### config.mk
export PLATFORM = sky130hd
export DESIGN_NAME = mult_div
export DESIGN_NICKNAME = d
export VERILOG_FILES = /design/src/rtl/mult_div.sv
export SDC_FILE = /design/constraint.sdc
export NUM_CORES = 1
export LEC_CHECK = 0
export ABC_CLOCK_PERIOD_IN_PS = 8600
export CELL_PAD_IN_SITES_DETAIL_PLACEMENT = 1
export CELL_PAD_IN_SITES_GLOBAL_PLACEMENT = 1
export CORE_MARGIN = 2
export CORE_UTILIZATION = 35
export DETAILED_ROUTE_END_ITERATION = 8
export PLACE_DENSITY_LB_ADDON = 0.1
export SKIP_CTS_REPAIR_TIMING = 1
export SKIP_LAST_GASP = 1
export SLEW_MARGIN = 20
export SYNTH_ARGS = -nofsm -noshare
export SYNTH_HDL_FRONTEND = slang
export SYNTH_SLANG_ARGS = --single-unit
### constraint.sdc
create_clock -name clk -period 8.6 [get_ports clk]
set_input_delay 1.72 -clock clk [delete_from_list [all_inputs] [get_ports clk]]
set_output_delay 1.72 -clock clk [all_outputs]
set_load 0.02 [all_outputs]
### src/rtl/mult_div.sv
// rtl/mult_div.sv - iterative signed multiply (radix-2 Booth) / divide (restoring) unit
module mult_div #(
  parameter int WIDTH = 32
) (
  input  logic             clk,
  input  logic             reset,
  input  logic             start,
  input  logic             op,
  input  logic [WIDTH-1:0] a,
  input  logic [WIDTH-1:0] b,
  output logic             busy,
  output logic             done,
  output logic             div_zero,
  output logic [WIDTH-1:0] hi,
  output logic [WIDTH-1:0] lo
);

  localparam int CW = $clog2(WIDTH) + 1;

  typedef enum logic [1:0] {IDLE, RUN, DZ} state_t;

  state_t           state, state_nxt;
  logic [CW-1:0]    count;
  logic             op_r, neg_q, neg_r, qbit;
  logic [WIDTH:0]   acc;
  logic [WIDTH-1:0] qr, m;

  logic [WIDTH:0]   acc_nxt, booth_sum, shifted, diff;
  logic [WIDTH-1:0] qr_nxt, res_hi, res_lo, abs_a, abs_b;
  logic             qbit_nxt, last_iter;

  assign abs_a     = a[WIDTH-1] ? -a : a;
  assign abs_b     = b[WIDTH-1] ? -b : b;
  assign last_iter = (count == CW'(1));
  assign busy      = (state != IDLE);

  always_comb begin
    state_nxt = state;
    case (state)
      IDLE:    if (start) state_nxt = (op && b == '0) ? DZ : RUN;
      RUN:     if (last_iter) state_nxt = IDLE;
      DZ:      state_nxt = IDLE;
      default: state_nxt = IDLE;
    endcase
  end

  // One iteration: Booth uses {acc, qr, qbit}; division shifts the dividend out of qr into acc.
  always_comb begin
    acc_nxt   = acc;
    qr_nxt    = qr;
    qbit_nxt  = qbit;
    booth_sum = acc;
    shifted   = '0;
    diff      = '0;
    if (!op_r) begin
      case ({qr[0], qbit})
        2'b01:   booth_sum = acc + {m[WIDTH-1], m};
        2'b10:   booth_sum = acc - {m[WIDTH-1], m};
        default: booth_sum = acc;
      endcase
      {acc_nxt, qr_nxt, qbit_nxt} = {booth_sum[WIDTH], booth_sum, qr};
    end else begin
      shifted = {acc[WIDTH-1:0], qr[WIDTH-1]};
      diff    = shifted - {1'b0, m};
      if (diff[WIDTH]) begin
        acc_nxt = shifted;
        qr_nxt  = {qr[WIDTH-2:0], 1'b0};
      end else begin
        acc_nxt = diff;
        qr_nxt  = {qr[WIDTH-2:0], 1'b1};
      end
    end
  end

  always_comb begin
    res_hi = acc_nxt[WIDTH-1:0];
    res_lo = qr_nxt;
    if (op_r) begin
      res_lo = neg_q ? -qr_nxt : qr_nxt;
      res_hi = neg_r ? -acc_nxt[WIDTH-1:0] : acc_nxt[WIDTH-1:0];
    end
  end

  always_ff @(posedge clk or negedge reset) begin
    if (!reset) begin
      state    <= IDLE;
      count    <= '0;
      op_r     <= 1'b0;
      neg_q    <= 1'b0;
      neg_r    <= 1'b0;
      qbit     <= 1'b0;
      acc      <= '0;
      qr       <= '0;
      m        <= '0;
      hi       <= '0;
      lo       <= '0;
      done     <= 1'b0;
      div_zero <= 1'b0;
    end else begin
      state    <= state_nxt;
      done     <= 1'b0;
      div_zero <= 1'b0;
      case (state)
        IDLE: begin
          if (start) begin
            op_r  <= op;
            count <= CW'(WIDTH);
            acc   <= '0;
            qbit  <= 1'b0;
            if (op) begin
              qr    <= abs_a;
              m     <= abs_b;
              neg_q <= a[WIDTH-1] ^ b[WIDTH-1];
              neg_r <= a[WIDTH-1];
            end else begin
              qr    <= b;
              m     <= a;
              neg_q <= 1'b0;
              neg_r <= 1'b0;
            end
          end
        end
        RUN: begin
          acc   <= acc_nxt;
          qr    <= qr_nxt;
          qbit  <= qbit_nxt;
          count <= count - CW'(1);
          if (last_iter) begin
            done <= 1'b1;
            hi   <= res_hi;
            lo   <= res_lo;
          end
        end
        DZ: begin
          done     <= 1'b1;
          div_zero <= 1'b1;
        end
        default: ;
      endcase
    end
  end

endmodule

# Word level (Yosys, flattened, before mapping)
# Cells that the tools add are included.
dict set report word_totals {
  register_bits 175
  latch_bits 0
  ram_bits 0
  rom_bits 0
  in_bits 68
  out_inout_bits 67
  wordCells 71
  mem_count 0
}
dict set report op_classes {
  n_addsub 8
  n_mul 0
  div 0
  n_lt_le_gt_ge 0
  eq_ne 8
  shifts 0
  n_mux 31
  n_bitwise 1
  reduce_logical 10
}
# cell count
set ops {}
lappend ops {{2-to-1 mux 32 bit} 10}
lappend ops {{one-hot mux 33 bit (2 select lines)} 2}
lappend ops {{negator 32 bit} 4}
lappend ops {{2-to-1 mux 33 bit} 3}
lappend ops {{one-hot mux 32 bit (2 select lines)} 1}
lappend ops {{adder 33 bit} 1}
lappend ops {{subtractor 33 x 32 -> 33 bit} 1}
lappend ops {{subtractor 33 bit} 1}
lappend ops {{zero test 32 bit} 1}
lappend ops {{one-hot mux 6 bit (2 select lines)} 1}
lappend ops {{AND reduction 2 bit} 4}
lappend ops {{2-to-1 mux 1 bit} 7}
lappend ops {{equality test 6 x 1 -> 1 bit (second input constant)} 1}
lappend ops {{2-to-1 mux 2 bit} 3}
lappend ops {{2-to-1 mux 6 bit} 1}
lappend ops {{!= test 2 bit (second input constant)} 3}
lappend ops {{subtractor 6 x 1 -> 6 bit (second input constant)} 1}
lappend ops {{equality test 2 x 1 -> 1 bit (second input constant)} 2}
lappend ops {{equality test 2 bit (second input constant)} 2}
lappend ops {{one-hot mux 1 bit (2 select lines)} 2}
lappend ops {{one-hot mux 2 bit (2 select lines)} 1}
lappend ops {{nonzero test 2 bit} 2}
lappend ops {{AND reduction 3 bit} 1}
lappend ops {{zero test 2 bit} 1}
lappend ops {{2 further kinds} 2}

# Longest topological paths before layout
# Gate-level depths: netlist of the first run.
dict set report logic_depth {
  ltp_word 6
  mapped_depth 30
  depth_no_buf 28
}

# Worst setup path before layout of the first run
# Ideal clock, no wire load.
dict set report synth_path {
  kind {register to register}
  from {register qr[31]}
  to {register lo[30]}
  setup_ns 0.133
  arrival_ns 6.113
  required_time_ns 8.467
  slack_ns 2.353
  stages_incl_launch_ff 31
  path_buffers 2
  synth_period_minus_slack_ns 6.247
  cell_sequence {dfrtp_1 > inv_1 > ha_1 > inv_1 > fa_1 > a21o_1 > a221oi_2 > o31a_2 > o21ai_0 > a31oi_1 > o21bai_1 > a21oi_1 > nor2_1 > o21ai_0 > nand2b_1 > ha_1 > inv_1 > clkbuf_1 > nor2_1 > clkbuf_1 > a21oi_1 > ha_1 > or3b_2 > or3_1 > nor4b_1 > and2_1 > and3_1 > nand3_1 > o21ai_0 > xor2_1 > o21ai_0}
}
dict set report synth_between {
  elab_chain_len 6
}
# element line_no
set synth_rtl {}
lappend synth_rtl {{start, declared} 26} ;# logic [WIDTH-1:0] qr, m;
lappend synth_rtl {{start signal, assigned} 111} ;# qr <= abs_a;
lappend synth_rtl {{start signal, assigned} 125} ;# qr <= qr_nxt;
lappend synth_rtl {{subtractor 33 x 32 -> 33 bit} 64} ;# diff = shifted - {1'b0, m};
lappend synth_rtl {{2-to-1 mux 1 bit} 65} ;# if (diff[WIDTH]) begin
lappend synth_rtl {{2-to-1 mux 32 bit *} 55} ;# if (!op_r) begin
lappend synth_rtl {{negator 32 bit} 79} ;# res_lo = neg_q ? -qr_nxt : qr_nxt;
lappend synth_rtl {{2-to-1 mux 32 bit} 79}
lappend synth_rtl {{2-to-1 mux 32 bit *} 78} ;# if (op_r) begin
lappend synth_rtl {{end signal, assigned} 131} ;# lo <= res_lo;
lappend synth_rtl {{end, declared} 15} ;# output logic [WIDTH-1:0] lo
# Mark *: on every way between the ends. The rest lies on a longest branch, timed or not.
# A chain may end at the register's enable or synchronous reset.

# Worst setup path after layout of the first run
dict set report layout_path {
  from {register qr[31]}
  to {register hi[30]}
}
dict set report layout_between {
  elab_chain_len 6
}
# element line_no
set layout_rtl {}
lappend layout_rtl {{subtractor 33 x 32 -> 33 bit} 64}
lappend layout_rtl {{2-to-1 mux 33 bit *} 65}
lappend layout_rtl {{2-to-1 mux 33 bit *} 55}
lappend layout_rtl {{negator 32 bit} 80} ;# res_hi = neg_r ? -acc_nxt[WIDTH-1:0] : acc_nxt[WIDTH-1:0];
lappend layout_rtl {{2-to-1 mux 32 bit} 80}
lappend layout_rtl {{2-to-1 mux 32 bit *} 78}
lappend layout_rtl {{end signal, assigned} 130} ;# hi <= res_hi;
lappend layout_rtl {{end, declared} 14} ;# output logic [WIDTH-1:0] hi,
# Marked as above.

==> flow_metrics.py, run 1 <==
metrics = {
    "sta": {
        "hold_viol": 0,
        "rsz0062_at_grt": "no",
        "timing.slew.headroom_pct": 32.7,
        "worst_pin_slew_ps": 1010,
        "clock.fmax_mhz": 132,
        "drv_slew": 0,
        "post-route-period-util_pct": 87.9,
        "min_period_ps": 7560,
        "tns_ps": 0,
        "whs_ps": 480,
        "clock_skew_ps": 18.3,
        "setup-violations-final": 0,
    },
    "critical_path": {
        "required_ps": 9010,
        "reg2regPathDepth": 26,
        "cp-start-kind": "flop",
        "crit-reg2reg-launch": "qr[31]",
        "cp_slowest_cell": "ha_1",
        "crit_arrival_ps": 7970,
        "critical-path-max-stage-delay_ps": 730,
        "critPathMaxFanout": 20,
        "path_buf_inv": 2,
        "critical_path_class": "flop to flop",
        "crit_path_end_kind": "flop",
        "path_depth": 26,
        "crit_family": "compound AO/OA/AOI/OAI gates",
        "cp-startpoint": "qr[31]",
    },
    "clock_tree": {
        "clock_latency_ps": 520,
        "cts_sinks": 175,
        "tritoncts": "done",
        "clk_pin_slew_ps": 80,
        "htreeDepth": 4,
        "cts.path.max_buffers": 2,
        "cts_root_buf": "clkbuf_16",
        "cts_buffers": 17,
    },
    "drt": {
        "drcViolationCount": 0,
        "wl_met2_mm": 33.6,
        "drt_wl_total_mm": 70.2,
        "routed-via-count": 17104,
        "ant_nets": 0,
        "first_pass_iters": 5,
        "wl_per_cell_um": 24.7,
        "met1_length_mm": 32.0,
        "drt_iter0_markers": 1169,
        "wl_met3_mm": 2.47,
        "top_layer": "met5",
        "avgViaCountPerCell": 6.02,
    },
    "global_routing": {
        "grt_usage_pct": 28.5,
        "grt_antenna_before_repair": 1,
        "grt_pass1_vias": 17232,
        "grt_pass1_wl_mm": 107,
        "grt_max_degree": 128,
        "grt_overflow": 0,
    },
    "min_path": {
        "worstHoldStart": "hi[16]",
        "hold_path_class": "flop to flop",
        "whs_path_depth": 1,
    },
    "floorplanning": {
        "boundaryPins": 135,
        "core_um2": 46600,
        "dieHeight_um": 221,
        "initial_utilization_pct": 35.5,
        "chipWidth_um": 221,
        "die_area_um2": 49000,
        "std_cell_rows": 79,
    },
    "finish": {
        "antenna_cells": 0,
        "layout-drive-gt1-share_pct": 5.78,
        "layout_commonest_cell": "nand2_1",
        "stdcell_count": 2840,
        "fin_util_pct": 40.7,
        "finalNetCount": 2366,
        "mostFrequentLayoutCells": "316 x nand2_1, 261 x o21ai_0, 174 x dfrtp_1",
        "area_delta_synth_final_pct": 14.4,
    },
    "placed_design": {
        "detailed_place_hpwl_mm": 54.6,
        "placed_cells": 2808,
        "gp_congestion": 0.939,
        "port_buffers": 134,
    },
    "synthesis": {
        "synth_top_flop_cell": "dfrtp_1",
        "syn_area_per_cell_um2": 7.63,
        "synth_cell_types": 93,
        "yosysWarnings": 0,
        "synth-edff-count": 0,
        "syn-num-nets": 2315,
        "synthCells": 2169,
        "syn-cell-area_um2": 16500,
        "synthArstFlopShare_pct": 100,
        "ys_ff_latch": 175,
        "yosysSeqAreaShare_pct": 26.5,
    },
    "run_status": {
        "status": "finished clean",
    },
    "run": {
        "drv_cap": 0,
    },
}
-- Yosys cell counts, types with 9 or more instances --
library cell / number / area [um2]
nand2_1: 317 / 1190
o21ai_0: 261 / 1310
dfrtp_1: 175 / 4380
nor2_1: 165 / 619
a21oi_1: 135 / 676
clkbuf_1: 95 / 357
xor2_1: 94 / 823
inv_1: 85 / 319
ha_1: 76 / 951
xnor2_1: 70 / 613
a211oi_1: 51 / 383
mux2i_1: 42 / 420
nand3_1: 41 / 205
nor3_1: 37 / 185
o31ai_1: 33 / 248
a21o_1: 31 / 233
a31oi_1: 25 / 156
nand4_1: 22 / 138
o22ai_1: 22 / 138
nor4_1: 21 / 131
and3_1: 20 / 125
o211ai_1: 20 / 150
o21a_1: 18 / 135
or3_1: 18 / 113
mux2_2: 17 / 191
and2_1: 16 / 100
or4_1: 15 / 113
nand2b_1: 14 / 87.6
buf_2: 11 / 55.1
or2_2: 11 / 68.8
a211o_1: 10 / 87.6
o41ai_1: 10 / 87.6
and4_1: 9 / 78.8
o21ai_1: 9 / 45.0
-- stage by stage --
step | cell area [um2] | setup slack, ps
5_1_grt | 18900 | 455
2_1_floorplan | 16500 | 2350
4_1_cts | 18900 | 1170
3_5_place_dp | 18300 | 1190
3_3_place_gp | 18300 | 1400
6_report | 18900 | 1040
-- registers in the layout, summed over array words and instances, names as in the netlist --
name,count
acc,33
count,6
div_zero,1
done,1
hi,32
lo,32
m,32
neg_q,1
neg_r,1
op_r,1
qbit,1
qr,32
state,2
-- worst paths after layout --
path,to,slack (ps)
worst max-delay path,hi[30],1040
worst min-delay path,hi[16],480
worst max register to register,hi[30],1040
worst min register to register,hi[16],480
max in group asynchronous,op_r,5940
min in group asynchronous,lo[24],1170
-- per-layer routing --
layer / GRT usage, % / up-vias
li1: - / 8003
met1: 37.3 / 8640
met2: 48.1 / 372
met3: 3.76 / 87
met4: 10.2 / 2
met5: 0 / -
-- logic make-up (layout without fill, tap and decap cells) --
family / Yosys count / count (layout) / synth area share, %
and+or+nand+nor: 747 / 747 / 21.3
AOI/OAI and AO/OA: 734 / 734 / 28.4
buffers and inverters: 212 / 276 / 5.39
DFF: 175 / 175 / 26.5
xor gates and xnor gates: 164 / 164 / 8.68
adders and majority gates: 78 / 78 / 5.99
muxes: 59 / 59 / 3.70
-- layout make-up --
class	instances	area, um2
Inverter	85	319
Clock inverter	15	168
Sequential cell	175	4380
Fill cell	5655	27600
Tap cell	607	759
Timing Repair Buffer	159	1530
Multi-Input combinational cell	1782	11300
Clock buffer	17	425
Power of run 1 is not shown: default switching activity piles up to over one toggle a cycle in this logic, so the estimate is an artifact.
==> inputs of run 2 (changes only) <==
--- a/config.mk
+++ b/config.mk
@@ -11,6 +11,7 @@
 export CORE_MARGIN = 2
 export CORE_UTILIZATION = 35
 export DETAILED_ROUTE_END_ITERATION = 8
+export GPL_TIMING_DRIVEN = 0
 export PLACE_DENSITY_LB_ADDON = 0.1
 export SKIP_CTS_REPAIR_TIMING = 1
 export SKIP_LAST_GASP = 1
==> flow_metrics.py, run 2 (same netlist as run 1, synthesis figures left out) <==
metrics = {
    "critical_path": {
        "cp-start-kind": "flop",
        "critPathMaxFanout": 10,
        "cp-startpoint": "qr[31]",
        "crit-reg2reg-launch": "qr[31]",
        "worstReg2RegEnd": "hi[30]",
        "critical_path_class": "flop to flop",
        "rrSetupSlack_ps": 390,
        "required_ps": 8980,
        "crit_arrival_ps": 8590,
        "reg2regPathDepth": 27,
        "crit_path_end_kind": "flop",
    },
    "min_path": {
        "worst_hold_path.endpoint": "hi[18]",
        "whs_path_depth": 1,
        "worstHoldStart": "hi[18]",
        "hold_path_class": "flop to flop",
    },
    "drt": {
        "ant_nets": 0,
        "avgViaCountPerCell": 6.12,
        "routed-via-count": 18000,
        "drt_wl_total_mm": 79.7,
        "drcViolationCount": 0,
        "first_pass_iters": 5,
        "drt_iter0_markers": 1496,
        "wl_per_cell_um": 27.1,
    },
    "sta": {
        "whs_ps": 479,
        "drv_slew": 0,
        "min_period_ps": 8210,
        "timing.slew.headroom_pct": 24.4,
        "setup-violations-final": 0,
        "worst_pin_slew_ps": 1130,
        "clock.fmax_mhz": 122,
        "tns_ps": 0,
        "hold_viol": 0,
        "rsz0062_at_grt": "no",
        "clock_skew_ps": 20.2,
        "post-route-period-util_pct": 95.5,
    },
    "finish": {
        "stdcell_count": 2942,
        "largest_reg_flops": 33,
        "area_delta_synth_final_pct": 16.9,
        "antenna_cells": 0,
        "mostFrequentLayoutCells": "317 x nand2_1, 261 x o21ai_0, 175 x dfrtp_1",
        "finalNetCount": 2468,
        "layout_commonest_cell": "nand2_1",
        "regMostFlops": "acc",
        "layout-drive-gt1-share_pct": 5.35,
    },
    "run_status": {
        "status": "finished clean",
    },
    "global_routing": {
        "grt_overflow": 0,
        "grt_pass1_vias": 18560,
        "grt_antenna_before_repair": 1,
        "grt_usage_pct": 32.4,
        "grt_pass1_wl_mm": 120,
        "grt_max_degree": 89,
    },
    "clock_tree": {
        "cts_root_buf": "clkbuf_16",
        "cts.path.max_buffers": 2,
        "clk_pin_slew_ps": 80,
        "cts_sinks": 175,
        "cts_buffers": 17,
        "tritoncts": "done",
        "clock_latency_ps": 510,
        "htreeDepth": 4,
    },
    "floorplanning": {
        "std_cell_rows": 79,
        "dieHeight_um": 221,
        "die_area_um2": 49000,
        "chipWidth_um": 221,
        "boundaryPins": 135,
        "core_um2": 46600,
        "initial_utilization_pct": 35.5,
    },
    "placed_design": {
        "placed_cells": 2911,
        "port_buffers": 133,
        "gp_congestion": 0.974,
        "detailed_place_hpwl_mm": 64.1,
    },
    "run": {
        "drv_cap": 0,
    },
}
==> run 2: cell types whose count changed in the layout (fill, tap and decap cells not counted), sizes merged <==
cell	delta
clkbuf	+99
buf	+2
inv	-1
dlygate4sd1	+1
bufinv	+1
clkinv	+1
clkinvlp	-1
==> run 2: through the flow <==
stage	utilization (%)	setup WS, ps	instance area, um2
6_report	41.5	390	19300
5_1_grt	41.5	77.8	19300
4_1_cts	41.5	-420	19300
3_5_place_dp	40.2	-389	18700
3_3_place_gp	40.0	-2100	18600
2_1_floorplan	-	2350	16500
==> run 2: layout make-up <==
cell class	count	area, um2
fill	5747	27200
multi-input combinational	1782	11300
sequential	175	4380
timing repair buffer	135	1390
tap	607	759
buffer	126	568
clock buffer	17	425
inverter	85	323
clock inverter	15	191
==> run 2: per-layer routing <==
layer	GRT usage, %	part of all wire [%]
met5	0	0
met3	3.63	4.8
met2	54.1	47
met1	42.1	44
met4	14.9	4.6
==> run 2: critical path: stages, from the launching register on <==
cell	delay (ps)
dfrtp_1	370
inv_1	180
ha_1	220
inv_1	60
fa_1	410
a21o_1	220
a221oi_2	480
o31a_2	350
o21ai_0	290
a31oi_2	390
o21bai_1	120
a21oi_1	170
nor2_1	50
o21ai_0	170
nand2b_1	80
ha_1	450
buf_2	330
nand2_1	440
a2111oi_2	800
nor4_1	160
and3_1	220
a211o_1	300
a211oi_1	250
nand4_1	320
nor4_1	610
o311a_1	220
o21ai_1	70
a221o_1	330
==> run 2: worst max-delay path by stage <==
| stage | to | cells after the start |
|---|---|---|
| after detailed placement | lo[30] | 30 |
| after floorplan | lo[30] | 30 |
| after global routing | lo[30] | 29 |
| final | hi[30] | 27 |
| after global placement | hi[5] | 1 |
| after CTS | lo[30] | 30 |
Power of run 2 is left out for the same reason.
==> inputs of run 3 (changes only) <==
--- a/config.mk
+++ b/config.mk
@@ -11,7 +11,7 @@
 export CORE_MARGIN = 2
 export CORE_UTILIZATION = 35
 export DETAILED_ROUTE_END_ITERATION = 8
-export GPL_TIMING_DRIVEN = 0
+export GPL_TIMING_DRIVEN = 1
 export PLACE_DENSITY_LB_ADDON = 0.1
 export SKIP_CTS_REPAIR_TIMING = 1
 export SKIP_LAST_GASP = 1
==> results of run 3 <==
No change in the layout: final DEF, timing and power equal those of run 1.
Power of run 3 is left out for the same reason.
